File: config.mk
export PLATFORM = sky130hd
export DESIGN_NAME = usb_tx_packet_seq_flat
export DESIGN_NICKNAME = d
export VERILOG_FILES = /design/src/rtl/usb_tx_packet_seq_pkg.sv /design/src/rtl/usb_tx_packet_seq_if.sv /design/src/rtl/usb_tx_packet_seq_crc16.sv /design/src/rtl/usb_tx_packet_seq.sv /design/src/flat_wrapper.sv
export SDC_FILE = /design/constraint.sdc
export NUM_CORES = 1
export LEC_CHECK = 0
export BUFFER_PORTS_ARGS = -buffer_cell sky130_fd_sc_hd__buf_2
export CAP_MARGIN = 10
export CORE_UTILIZATION = 50
export CTS_CLUSTER_SIZE = 16
export DETAILED_ROUTE_END_ITERATION = 10
export HOLD_SLACK_MARGIN = 0.06
export PLACE_DENSITY_LB_ADDON = 0.1
export SETUP_SLACK_MARGIN = 0.4
export SYNTH_ARGS = -nofsm -noshare
export SYNTH_HDL_FRONTEND = slang
export SYNTH_SLANG_ARGS = --single-unit
File: constraint.sdc
create_clock -name clk -period 2.3 [get_ports clk]
set_input_delay 0.115 -clock clk [delete_from_list [all_inputs] [get_ports clk]]
set_output_delay 0.115 -clock clk [all_outputs]
set_load 0.01 [all_outputs]
File: src/rtl/usb_tx_packet_seq_pkg.sv
// Shared types and constants for the USB full-speed transmit packet sequencer.
package usb_pkg;

    typedef enum logic [2:0] {
        PKT_NONE  = 3'd0,
        PKT_DATA0 = 3'd1,
        PKT_DATA1 = 3'd2,
        PKT_ACK   = 3'd3,
        PKT_NAK   = 3'd4,
        PKT_STALL = 3'd5
    } tx_packet_t;

    typedef enum logic [3:0] {
        ST_IDLE,
        ST_SYNC,
        ST_PID,
        ST_DATA_REQ,
        ST_DATA_WAIT,
        ST_DATA,
        ST_CRC_LO,
        ST_CRC_HI,
        ST_EOP,
        ST_DONE
    } state_t;

    localparam logic [7:0] SYNC_BYTE = 8'h80;
    localparam logic [7:0] PID_DATA0 = 8'hC3;
    localparam logic [7:0] PID_DATA1 = 8'h4B;
    localparam logic [7:0] PID_ACK   = 8'hD2;
    localparam logic [7:0] PID_NAK   = 8'h5A;
    localparam logic [7:0] PID_STALL = 8'h1E;

    localparam logic [15:0] CRC16_POLY = 16'h8005;
    localparam logic [15:0] CRC16_INIT = 16'hFFFF;

    function automatic logic code_is_valid(input logic [2:0] code);
        return (code >= 3'd1) && (code <= 3'd5);
    endfunction

    function automatic logic is_data_pkt(input tx_packet_t pkt);
        return (pkt == PKT_DATA0) || (pkt == PKT_DATA1);
    endfunction

    function automatic logic [7:0] pid_byte(input tx_packet_t pkt);
        case (pkt)
            PKT_DATA0: return PID_DATA0;
            PKT_DATA1: return PID_DATA1;
            PKT_ACK:   return PID_ACK;
            PKT_NAK:   return PID_NAK;
            PKT_STALL: return PID_STALL;
            default:   return 8'h00;
        endcase
    endfunction

    // Bits go out LSB-first, so the register is kept bit-reflected and shifts right.
    function automatic logic [15:0] crc16_byte_step(input logic [15:0] crc, input logic [7:0] data);
        logic [15:0] poly_refl;
        logic [15:0] c;
        for (int i = 0; i < 16; i++) poly_refl[i] = CRC16_POLY[15-i];
        c = crc;
        for (int i = 0; i < 8; i++) begin
            if (c[0] ^ data[i]) c = (c >> 1) ^ poly_refl;
            else                c = c >> 1;
        end
        return c;
    endfunction

endpackage

File: src/rtl/usb_tx_packet_seq_if.sv
// Buffer-read and serializer-side handshake bundle of the TX packet sequencer.
interface usb_tx_packet_seq_if;
    logic       tx_start;
    logic [2:0] tx_packet;
    logic [6:0] buffer_occupancy;
    logic       get_tx_data;
    logic [7:0] tx_data;
    logic [7:0] out_byte;
    logic       out_valid;
    logic       out_ready;
    logic       out_eop;
    logic       tx_busy;
    logic       tx_done;

    modport master (
        input  tx_start, tx_packet, buffer_occupancy, tx_data, out_ready,
        output get_tx_data, out_byte, out_valid, out_eop, tx_busy, tx_done
    );

    modport slave (
        output tx_start, tx_packet, buffer_occupancy, tx_data, out_ready,
        input  get_tx_data, out_byte, out_valid, out_eop, tx_busy, tx_done
    );
endinterface

File: src/rtl/usb_tx_packet_seq_crc16.sv
// USB CRC16 accumulator: one payload byte folded in per enabled cycle.
module usb_crc16_byte
    import usb_pkg::*;
(
    input  logic        clk,
    input  logic        n_rst,
    input  logic        i_clear,
    input  logic        i_en,
    input  logic [7:0]  i_byte,
    output logic [15:0] o_crc
);

    logic [15:0] r_crc;

    always_ff @(posedge clk or negedge n_rst) begin
        if (!n_rst)       r_crc <= CRC16_INIT;
        else if (i_clear) r_crc <= CRC16_INIT;
        else if (i_en)    r_crc <= crc16_byte_step(r_crc, i_byte);
    end

    assign o_crc = r_crc;

endmodule

File: src/rtl/usb_tx_packet_seq.sv
// USB full-speed TX packet sequencer: SYNC, PID, payload, CRC16, then EOP request.
// state        | meaning
// IDLE         | waiting for a valid start
// SYNC / PID   | header bytes offered to the serializer
// DATA_REQ     | one-cycle buffer read; DATA_WAIT captures the byte; DATA offers it
// CRC_LO / HI  | complemented CRC bytes; EOP holds the request; DONE pulses tx_done
module usb_tx_packet_seq
    import usb_pkg::*;
#(
    parameter int MAX_BYTES = 64
) (
    input  logic                 clk,
    input  logic                 n_rst,
    usb_tx_packet_seq_if.master  tx_if
);

    state_t      r_state;
    tx_packet_t  r_packet;
    logic [6:0]  r_count;
    logic [7:0]  r_out_byte;
    logic        r_out_valid;
    logic        r_out_eop;
    logic        r_get_tx_data;
    logic        r_tx_busy;
    logic        r_tx_done;

    logic        w_accept;
    logic        w_xfer;
    logic [6:0]  w_count_init;
    logic [15:0] w_crc;

    assign w_accept     = (r_state == ST_IDLE) && tx_if.tx_start && code_is_valid(tx_if.tx_packet);
    assign w_xfer       = r_out_valid && tx_if.out_ready;
    assign w_count_init = (int'(tx_if.buffer_occupancy) > MAX_BYTES) ? 7'(MAX_BYTES)
                                                                     : tx_if.buffer_occupancy;

    usb_crc16_byte u_crc (
        .clk     (clk),
        .n_rst   (n_rst),
        .i_clear (w_accept),
        .i_en    (r_state == ST_DATA_WAIT),
        .i_byte  (tx_if.tx_data),
        .o_crc   (w_crc)
    );

    always_ff @(posedge clk or negedge n_rst) begin
        if (!n_rst) begin
            r_state       <= ST_IDLE;
            r_packet      <= PKT_NONE;
            r_count       <= '0;
            r_out_byte    <= '0;
            r_out_valid   <= 1'b0;
            r_out_eop     <= 1'b0;
            r_get_tx_data <= 1'b0;
            r_tx_busy     <= 1'b0;
            r_tx_done     <= 1'b0;
        end else begin
            case (r_state)
                ST_IDLE: if (w_accept) begin
                    r_packet    <= tx_packet_t'(tx_if.tx_packet);
                    r_count     <= w_count_init;
                    r_out_byte  <= SYNC_BYTE;
                    r_out_valid <= 1'b1;
                    r_tx_busy   <= 1'b1;
                    r_state     <= ST_SYNC;
                end
                ST_SYNC: if (w_xfer) begin
                    r_out_byte <= pid_byte(r_packet);
                    r_state    <= ST_PID;
                end
                ST_PID, ST_DATA: if (w_xfer) begin
                    if ((r_state == ST_PID) && !is_data_pkt(r_packet)) begin
                        r_out_valid <= 1'b0;
                        r_out_eop   <= 1'b1;
                        r_state     <= ST_EOP;
                    end else if (r_count != 7'd0) begin
                        r_out_valid   <= 1'b0;
                        r_get_tx_data <= 1'b1;
                        r_state       <= ST_DATA_REQ;
                    end else begin
                        r_out_byte <= ~w_crc[7:0];
                        r_state    <= ST_CRC_LO;
                    end
                end
                ST_DATA_REQ: begin
                    r_get_tx_data <= 1'b0;
                    r_state       <= ST_DATA_WAIT;
                end
                ST_DATA_WAIT: begin
                    r_out_byte  <= tx_if.tx_data;
                    r_out_valid <= 1'b1;
                    r_count     <= r_count - 7'd1;
                    r_state     <= ST_DATA;
                end
                ST_CRC_LO: if (w_xfer) begin
                    r_out_byte <= ~w_crc[15:8];
                    r_state    <= ST_CRC_HI;
                end
                ST_CRC_HI: if (w_xfer) begin
                    r_out_valid <= 1'b0;
                    r_out_eop   <= 1'b1;
                    r_state     <= ST_EOP;
                end
                ST_EOP: if (tx_if.out_ready) begin
                    r_out_eop <= 1'b0;
                    r_tx_done <= 1'b1;
                    r_state   <= ST_DONE;
                end
                ST_DONE: begin
                    r_tx_done <= 1'b0;
                    r_tx_busy <= 1'b0;
                    r_state   <= ST_IDLE;
                end
                default: r_state <= ST_IDLE;
            endcase
        end
    end

    assign tx_if.out_byte    = r_out_byte;
    assign tx_if.out_valid   = r_out_valid;
    assign tx_if.out_eop     = r_out_eop;
    assign tx_if.get_tx_data = r_get_tx_data;
    assign tx_if.tx_busy     = r_tx_busy;
    assign tx_if.tx_done     = r_tx_done;

endmodule

File: src/flat_wrapper.sv
// flat-port wrapper written by rule: the top's interface ports become plain ports
module usb_tx_packet_seq_flat import usb_pkg::*;
#(
    parameter int MAX_BYTES = 64
)
  (clk, n_rst, tx_if_tx_start, tx_if_tx_packet, tx_if_buffer_occupancy, tx_if_tx_data, tx_if_out_ready, tx_if_get_tx_data, tx_if_out_byte, tx_if_out_valid, tx_if_out_eop, tx_if_tx_busy, tx_if_tx_done);
  usb_tx_packet_seq_if tx_if_i ();
  input  logic clk;
  input  logic n_rst;
  input wire logic [$bits(tx_if_i.tx_start)-1:0] tx_if_tx_start;
  input wire logic [$bits(tx_if_i.tx_packet)-1:0] tx_if_tx_packet;
  input wire logic [$bits(tx_if_i.buffer_occupancy)-1:0] tx_if_buffer_occupancy;
  input wire logic [$bits(tx_if_i.tx_data)-1:0] tx_if_tx_data;
  input wire logic [$bits(tx_if_i.out_ready)-1:0] tx_if_out_ready;
  output wire logic [$bits(tx_if_i.get_tx_data)-1:0] tx_if_get_tx_data;
  output wire logic [$bits(tx_if_i.out_byte)-1:0] tx_if_out_byte;
  output wire logic [$bits(tx_if_i.out_valid)-1:0] tx_if_out_valid;
  output wire logic [$bits(tx_if_i.out_eop)-1:0] tx_if_out_eop;
  output wire logic [$bits(tx_if_i.tx_busy)-1:0] tx_if_tx_busy;
  output wire logic [$bits(tx_if_i.tx_done)-1:0] tx_if_tx_done;
  assign tx_if_i.tx_start = tx_if_tx_start;
  assign tx_if_i.tx_packet = tx_if_tx_packet;
  assign tx_if_i.buffer_occupancy = tx_if_buffer_occupancy;
  assign tx_if_i.tx_data = tx_if_tx_data;
  assign tx_if_i.out_ready = tx_if_out_ready;
  assign tx_if_get_tx_data = tx_if_i.get_tx_data;
  assign tx_if_out_byte = tx_if_i.out_byte;
  assign tx_if_out_valid = tx_if_i.out_valid;
  assign tx_if_out_eop = tx_if_i.out_eop;
  assign tx_if_tx_busy = tx_if_i.tx_busy;
  assign tx_if_tx_done = tx_if_i.tx_done;
  usb_tx_packet_seq #(.MAX_BYTES(MAX_BYTES)) u_core (.clk(clk), .n_rst(n_rst), .tx_if(tx_if_i));
endmodule
# Yosys cells after proc, flatten, opt, wreduce, memory -nomap -nowiden
# Cells that the tools add are included.
# classes
bitwise_logic	18
n_addsub	1
n_reduce_logical	27
magnitude_cmp	3
n_eq_ne	25
mux	62
# op_table
cell	n
16-bit 2-to-1 mux	24
8-bit one-hot mux with 5 select lines	2
8-bit 2-to-1 mux	6
4-bit one-hot mux with 8 select lines	1
4-bit 2-to-1 mux	7
2-bit inverter with 3-bit output	8
4-bit by 3-bit == test with 1-bit output (second input constant)	4
8-bit inverter	2
7-bit 2-to-1 mux	2
7-bit one-hot mux with 2 select lines	1
1-bit 2-to-1 mux	13
2-bit by 1-bit inequality test with 1-bit output (second input constant)	6
5-bit AND reduction	2
2-bit nonzero test	5
4-bit by 2-bit == test with 1-bit output (second input constant)	2
4-bit == test (second input constant)	2
2-bit inequality test (second input constant)	4
2-bit AND reduction	4
1-bit XOR	8
7-bit greater-than comparator (second input constant)	1
7-bit AND reduction	1
7-bit nonzero test	1
7-bit by 1-bit subtractor with 7-bit output (second input constant)	1
3-bit by 2-bit == test with 1-bit output (second input constant)	2
other kinds (20)	27
# totals
in_bits	22
out_inout_bits	13
reg_bits	43
wordCells	146

# Logic depth before layout (Yosys ltp)
# Gate-level depths: netlist (run 1).
# logic_depth
depth_word	32
ltp_mapped	8
depth_no_buf	6

# Modules after synthesis
# From an unflattened synthesis (run 1), not the netlist that was laid out.
# unflattened
hier_cells	299
hier_area_um2	3051.7
# modules_own_cells
module	cells_per_inst	seq_area_each_um2	n_inst	area_per_inst_um2
usb_tx_packet_seq	208	675.6	1	1926.8
usb_crc16_byte	91	420.4	1	1124.8

# Least setup slack after synthesis (run 1)
# OpenSTA, ideal clock, no wires.
# synth_timing
path_kind	register to register
from	register u_core.r_state[0]
to	register u_core.r_out_byte[0], in the netlist u_core.tx_if.out_byte[0]
path_stages_with_launch	9
path_buffers	3
synth_period_minus_slack_ns	2.023
required_ns	2.175
setup_ns	0.125
arrival_ns	1.898
slack_ns	0.277
cell_sequence	dfrtp_1 > buf_6 > or3b_1 > a21o_1 > buf_6 > o21bai_1 > and4bb_1 > buf_6 > mux2_4
# synth_between
elab_chain_len	5
elab_cells_between_ends	19
cone_classes	eq/ne (11); mux (1); reduce/logical (7)
# synth_lines
element	line	source
from (decl)	usb_tx_packet_seq.sv:17	state_t r_state;
from (signal assigned)	usb_tx_packet_seq.sv:48	r_state <= ST_IDLE;
from (signal assigned)	usb_tx_packet_seq.sv:65	r_state <= ST_SYNC;
from (signal assigned)	usb_tx_packet_seq.sv:69	r_state <= ST_PID;
branches (longest 5 deep; another with 7-bit AND reduction)	-	
to (signal assigned)	usb_tx_packet_seq.sv:68	r_out_byte <= pid_byte(r_packet);
to (signal assigned)	usb_tx_packet_seq.sv:81	r_out_byte <= ~w_crc[7:0];
to (signal assigned)	usb_tx_packet_seq.sv:90	r_out_byte <= tx_if.tx_data;
to (decl)	usb_tx_packet_seq.sv:20	logic [7:0] r_out_byte;
# Several ways; the timed one is not identified.
# A chain may end at the register's enable or synchronous reset.

# Worst setup path after layout (run 1)
# layout_timing
from	register u_core.u_crc.r_crc[1], in the netlist u_core.u_crc.o_crc[1]
to	register u_core.u_crc.r_crc[0], in the netlist u_core.u_crc.o_crc[0]
# layout_between
elab_chain_len	32
# layout_lines
element	line	source
from (decl)	usb_tx_packet_seq_crc16.sv:13	logic [15:0] r_crc;
from (signal assigned)	usb_tx_packet_seq_crc16.sv:18	else if (i_en) r_crc <= crc16_byte_step(r_crc, i_byte);
2-bit inverter with 3-bit output (no line)	-	
16-bit 2-to-1 mux *	usb_tx_packet_seq_pkg.sv:62	if (c[0] ^ data[i]) c = (c >> 1) ^ poly_refl;
16-bit 2-to-1 mux *	usb_tx_packet_seq_crc16.sv:18	
16-bit 2-to-1 mux *	usb_tx_packet_seq_crc16.sv:17	else if (i_clear) r_crc <= CRC16_INIT;
1-bit XOR *	usb_tx_packet_seq_pkg.sv:62	
16-bit 2-to-1 mux *	usb_tx_packet_seq_pkg.sv:62	
16-bit 2-to-1 mux *	usb_tx_packet_seq_crc16.sv:18	
16-bit 2-to-1 mux *	usb_tx_packet_seq_crc16.sv:17	
[16 not listed]	-	
1-bit XOR *	usb_tx_packet_seq_pkg.sv:62	
16-bit 2-to-1 mux *	usb_tx_packet_seq_pkg.sv:62	
16-bit 2-to-1 mux *	usb_tx_packet_seq_crc16.sv:18	
16-bit 2-to-1 mux *	usb_tx_packet_seq_crc16.sv:17	
1-bit XOR *	usb_tx_packet_seq_pkg.sv:62	
16-bit 2-to-1 mux *	usb_tx_packet_seq_pkg.sv:62	
16-bit 2-to-1 mux *	usb_tx_packet_seq_crc16.sv:18	
16-bit 2-to-1 mux *	usb_tx_packet_seq_crc16.sv:17	
# Mark *: on every way between the ends. The rest lies on a longest branch, timed or not. The select of a mux whose other input is x is not followed.

==> results of run 1 <==
power by group:
group / internal [mW] / leakage, nW / total, mW / switching [mW]
sequential: 1.16 / 0.501 / 1.50 / 0.339
combinational: 1.63 / 0.913 / 3.22 / 1.59
clock: 0.280 / 0.0563 / 0.558 / 0.278
total: 3.08 / 1.47 / 5.28 / 2.21
final cells by class:
class                      instances  area share (%)
clock inverter                     2           0.409
timing repair buffer              67            13.8
clock buffer                       6            2.79
sequential                        43            32.7
tap                               70            2.60
multi-input combinational        201            46.3
inverter                          12            1.45
sequential cells by signal, indices dropped and copies added, names as in the netlist:
register / flops
u_core.r_count: 7
u_core.tx_if.get_tx_data: 1
u_core.r_packet: 3
u_core.u_crc.o_crc: 16
u_core.tx_if.out_byte: 8
u_core.tx_if.out_valid: 1
u_core.r_state: 4
u_core.tx_if.tx_busy: 1
u_core.tx_if.tx_done: 1
u_core.tx_if.out_eop: 1
final timing paths:
check,from,depth (start not counted),slack [ns],endpoint
worst max-delay path,u_core.u_crc.o_crc[1],5,0.40,u_core.u_crc.o_crc[0]
worst min-delay path,tx_if_buffer_occupancy[2],3,0.07,u_core.r_count[2]
worst max register to register,u_core.u_crc.o_crc[1],5,0.40,u_core.u_crc.o_crc[0]
worst min register to register,u_core.u_crc.o_crc[13],2,0.50,u_core.u_crc.o_crc[13]
max in group asynchronous,n_rst,2,1.15,u_core.r_state[1]
min in group asynchronous,n_rst,2,0.50,u_core.r_count[5]
stage by stage:
step,utilization (%),power (mW),setup slack [ns],std cells,area (um2)
after global routing,65.5,5.68,0.356,401,3370
after floorplan,-,3.67,0.281,276,2710
after global placement,57.8,4.27,0.173,376,2970
after CTS,61.4,4.93,0.403,390,3160
after detailed placement,57.8,4.29,0.147,376,2970
final,65.5,5.28,0.403,401,3370
cell families after synthesis:
kind of cell    synth area share (%)
xor+xnor                        8.57
flops                           40.8
buf+inv                         5.54
fa+ha+maj                       1.86
mux                             6.52
compound gates                  22.2
simple gates                    14.5
per-layer routing:
metal	up-vias	GRT usage, %	wire, um
met4	0	6.79	110
li1	1118	-	-
met1	1094	36.0	3070
met5	-	0	0
met3	10	4.23	349
met2	67	35.4	2960
cell usage in the layout, fill, tap and decap left out, types with 3 or more instances in the layout:
| master | count |
|---|---|
| inv_1 | 11 |
| xnor2_2 | 3 |
| clkbuf_8 | 5 |
| o21ai_0 | 10 |
| a31oi_1 | 5 |
| o221ai_1 | 6 |
| buf_6 | 4 |
| o211ai_1 | 8 |
| buf_2 | 34 |
| dfrtp_2 | 4 |
| ha_1 | 4 |
| a22oi_1 | 6 |
| mux2_4 | 8 |
| nor2_1 | 17 |
| dlygate4sd3_1 | 4 |
| a21oi_1 | 21 |
| nand3_1 | 5 |
| buf_4 | 23 |
| dfstp_2 | 16 |
| dfrtp_1 | 23 |
| xor2_1 | 5 |
| o22a_1 | 5 |
| nand2b_1 | 4 |
| a21o_1 | 3 |
| mux2_2 | 4 |
| xnor2_1 | 13 |
| nand2_1 | 20 |
| a211oi_1 | 3 |
worst max-delay path, cell delays in order, from the launching register on:
cell     delay [ns]
dfstp_2        0.56
xnor2_2        0.14
xor2_1         0.26
xor3_2         0.53
xnor3_1        0.21
a21oi_2        0.14
repair_timing:
| action | in CTS | in global routing |
|---|---|---|
| setup endpoints to repair | 24 | 36 |
| hold buffers | 4 | 0 |
| buffers inserted | 2 | 11 |
| pin swaps | 0 | 9 |
| gates resized for setup | 9 | 29 |
| hold endpoints to repair | 30 | 0 |
==> impl_metrics.toml, run 1 <==
[drt]
avgViaCountPerCell = 5.71
wire_per_inst_um = 16.2
vias = 2289
drt-pass1-iter-count = 4
antenna_left = 0
routed_wl_um = 6480
drtIter0Drc = 193
drc = 0

[die]
die_h_um = 75.3
dieArea_um2 = 5670
die-width_um = 75.3
io_pins = 35
initial_core_util_pct = 52.3
core_um2 = 5140
rows = 26

[timing]
fin_crit_ns = 1.90
grt_setup_unrepaired = "yes"
slew_viol_final = 0
tns_ns = 0
setup_viol = 0
hold_viol = 0
post-route-period-util_pct = 82.5
hold_ws_ns = 0.0705
worst_pin_slew_ns = 0.949
finalClockSkew_ns = 0.00426
slew_headroom_pct = 36.7
max_freq_mhz = 527

[critical_path]
worstPathArrival_ns = 2.14
startpoint_type = "flop"
crit_type = "flop to flop"
path_max_fanout = 3
endpoint_kind = "flop"
required_ns = 2.54

[clock_tree]
clkLatencyLatePin_ns = 0.30
cts_buffers = 5
cts_max_level = 2
clkTransAtPathRegs_ns = 0.09
cts_max_path_buffers = 2
cts-root-buf = "clkbuf_8"
cts_tree = "done"
cts.sinks = 43

[pwr]
p_leak_nw = 1.47
ir_worst_vdd_v = 0.000862
p_per_area_nw_per_um2 = 1570

[placement]
place.gp.congestion = 0.878
hpwlAfterDp_um = 4440
portBuffers = 34

[hold_path]
hold_class = "input pin to flop"

[logic_synthesis]
async_flop_share_pct = 100
syn_area_per_cell_um2 = 9.73
synth.most_common_cell = "dfrtp_1"
syn_inst = 276
syn_area_um2 = 2690
synth_top_area_share_pct = 25.2
synth.top_cells.by_count = "dfrtp_1 (27), a21oi_1 (23), nand2_1 (21)"
syn_nets = 302
synth_ff_type = "dfrtp_1"
synth_top_area_cell = "dfrtp_1"
seq_area_frac_synth_pct = 40.8
synth-edff-count = 0
synth_warnings = 0
yosysUniqueCellTypes = 58
synthTopCellsByArea = "dfrtp_1 (25%), dfstp_2 (16%), xnor2_1 (5.2%)"
synth-seq-cells = 43

[global_route]
grt_pass1_wl_um = 10100
track_usage_pct = 23.9
grt.overflow.total = 0
grt_pass1_vias = 2061
grt_max_degree = 44
grt_antenna_before_repair = 0

[status]
status = "finished clean"

[layout]
syn2layout_area_growth_pct = 25.3
nFillCells = 428
insertedDiodeCount = 0
ff_latch_area_um2 = 1100
fin_nets = 356
drive_above_1_share_pct = 37.8
multiInputGateArea_um2 = 1560

[job]
maxCapViolations = 0
Power figures use the tool's default switching activity.
==> inputs of run 2 (changes only) <==
==> constraint.sdc (replaced) <==
create_clock -name clk -period 1.64 [get_ports clk]
set_input_delay 0.082 -clock clk [delete_from_list [all_inputs] [get_ports clk]]
set_output_delay 0.082 -clock clk [all_outputs]
set_load 0.01 [all_outputs]
==> run 2 against run 1 <==
The flow now finishes with violations (setup timing); via count increased by 11%; clock skew increased by 0.0048 ns; sequential share of layout area shrank 4.6 points; cell area increased by 16%; first-iteration DRC count fell by 11%; highest routed layer unchanged; routed wire length is 11% higher; die area unchanged; sequential power rose by 33%; register-to-register slack lost 0.68 ns; combinational power up 77%; setup slack got worse by 0.68 ns.
==> impl_metrics.toml, run 2 (synthesis gave the netlist of run 1 again) <==
[status]
status = "complete, but fails checks"
violations = "setup timing"

[global_route]
grt_max_degree = 30
grt.overflow.total = 0
use_met1_pct = 37.7
track_usage_pct = 26.9
use_met2_pct = 42.1
grt_antenna_before_repair = 0
grt_pass1_wl_um = 11300
grtUsageMet3_pct = 4.23
busiest_layer = "met2"
grt_pass1_vias = 2371

[critical_path]
required_ns = 1.82
endpoint_kind = "flop"
crit_type = "flop to flop"
path_max_fanout = 8
worstPathArrival_ns = 2.10
startpoint_type = "flop"

[drt]
antenna_left = 0
drc = 0
drt-pass1-iter-count = 4
drtIter0Drc = 171
vias = 2530
avgViaCountPerCell = 5.54
wire_per_inst_um = 15.8
routed_wl_um = 7210

[layout]
final_cell_area_um2 = 3910
multiInputGateArea_um2 = 1640
largest_reg_flops = 16
syn2layout_area_growth_pct = 45.7
final_util_pct = 76.1
drive_above_1_share_pct = 48.1
final_common_cell = "buf_4"
insertedDiodeCount = 0
final_cell_mix = "buf_4 (69), buf_2 (34), dfrtp_1 (24)"
ff_latch_area_um2 = 1100
fin_nets = 412
nFillCells = 371

[die]
rows = 26
io_pins = 35
core_um2 = 5140
die_h_um = 75.3
initial_core_util_pct = 52.3
die-width_um = 75.3
dieArea_um2 = 5670

[timing]
grt_setup_unrepaired = "yes"
worst_pin_slew_ns = 0.655
slew_headroom_pct = 56.4
max_freq_mhz = 521
tns_ns = -5.06
post-route-period-util_pct = 117
fin_ws_ns = -0.278
hold_viol = 0
setup_viol = 38
fin_crit_ns = 1.92
slew_viol_final = 0
hold_ws_ns = 0.104
finalClockSkew_ns = 0.00906

[clock_tree]
cts-root-buf = "clkbuf_8"
cts_tree = "done"
cts.sinks = 43
clkTransAtPathRegs_ns = 0.09
cts_max_path_buffers = 2
clkLatencyLatePin_ns = 0.30
cts_max_level = 2
cts_buffers = 5

[placement]
place.gp.congestion = 0.891
portBuffers = 34
dpl_cell_area_um2 = 3450
hpwlAfterDp_um = 5170

[pwr]
p_per_area_nw_per_um2 = 2160
p_leak_nw = 1.77
power_mw = 8.44
ir_worst_vdd_v = 0.00134

[job]
maxCapViolations = 0

[hold_path]
hold_class = "input pin to flop"
-- run 2: changes by cell type in the layout (fill, tap and decap cells not counted), sizes merged --
cell	change
clkinv	-2
clkinvlp	-1
clkbuf	+1
dlygate4sd3	+5
buf	+51
inv	+2
-- run 2: worst paths after layout --
check | slack (ns) | start | cells past startpoint | to
max in group asynchronous | 0.63 | n_rst | 3 | u_core.u_crc.o_crc[13]
min reg2reg | 0.51 | u_core.tx_if.out_byte[4] | 1 | u_core.tx_if.out_byte[4]
max reg2reg | -0.28 | u_core.r_state[0] | 5 | u_core.tx_if.out_byte[6]
max | -0.28 | u_core.r_state[0] | 5 | u_core.tx_if.out_byte[6]
min in group asynchronous | 0.36 | n_rst | 2 | u_core.r_packet[1]
min | 0.10 | tx_if_buffer_occupancy[3] | 3 | u_core.r_count[3]
-- run 2: cell type report --
type                            instances  share of cell area (%)
Multi-Input combinational cell        201                    41.8
Sequential cell                        43                    28.1
Timing Repair Buffer                  123                    24.0
Clock buffer                            7                    2.46
Tap cell                               70                    2.24
Inverter                               12                    1.21
Clock inverter                          1                   0.160
-- run 2: worst max-delay path, cell delays in order (launching register included) --
cell,delay (ns)
dfrtp_2,0.46
or3b_4,0.39
a21o_1,0.21
o21bai_4,0.17
and4bb_4,0.26
mux2_4,0.30
-- run 2: power breakdown --
group | total (mW) | leakage (nW) | internal [mW] | switching (mW)
combinational | 5.69 | 1.22 | 3.02 | 2.66
clock | 0.758 | 0.0548 | 0.385 | 0.373
sequential | 1.99 | 0.502 | 1.63 | 0.364
total | 8.44 | 1.77 | 5.04 | 3.40
-- run 2: stage by stage --
stage	instances	setup slack, ns
2_1_floorplan	276	-0.379
3_3_place_gp	431	-0.475
3_5_place_dp	431	-0.444
4_1_cts	456	-0.228
5_1_grt	457	-0.325
6_report	457	-0.278
-- run 2: layer usage --
layer / vias to the layer above / wire [um]
li1: 1232 / -
met1: 1208 / 3300
met2: 77 / 3390
met3: 13 / 352
met4: 0 / 162
met5: - / 0
-- run 2: what timing repair did --
| action | in CTS | in global routing |
|---|---|---|
| resized for setup | 32 | 14 |
| cloned | 1 | 0 |
| hold buffers | 9 | 0 |
| hold endpoints to repair | 35 | 0 |
| pin swaps | 11 | 5 |
| setup buffers | 7 | 1 |
| setup endpoints to repair | 41 | 42 |
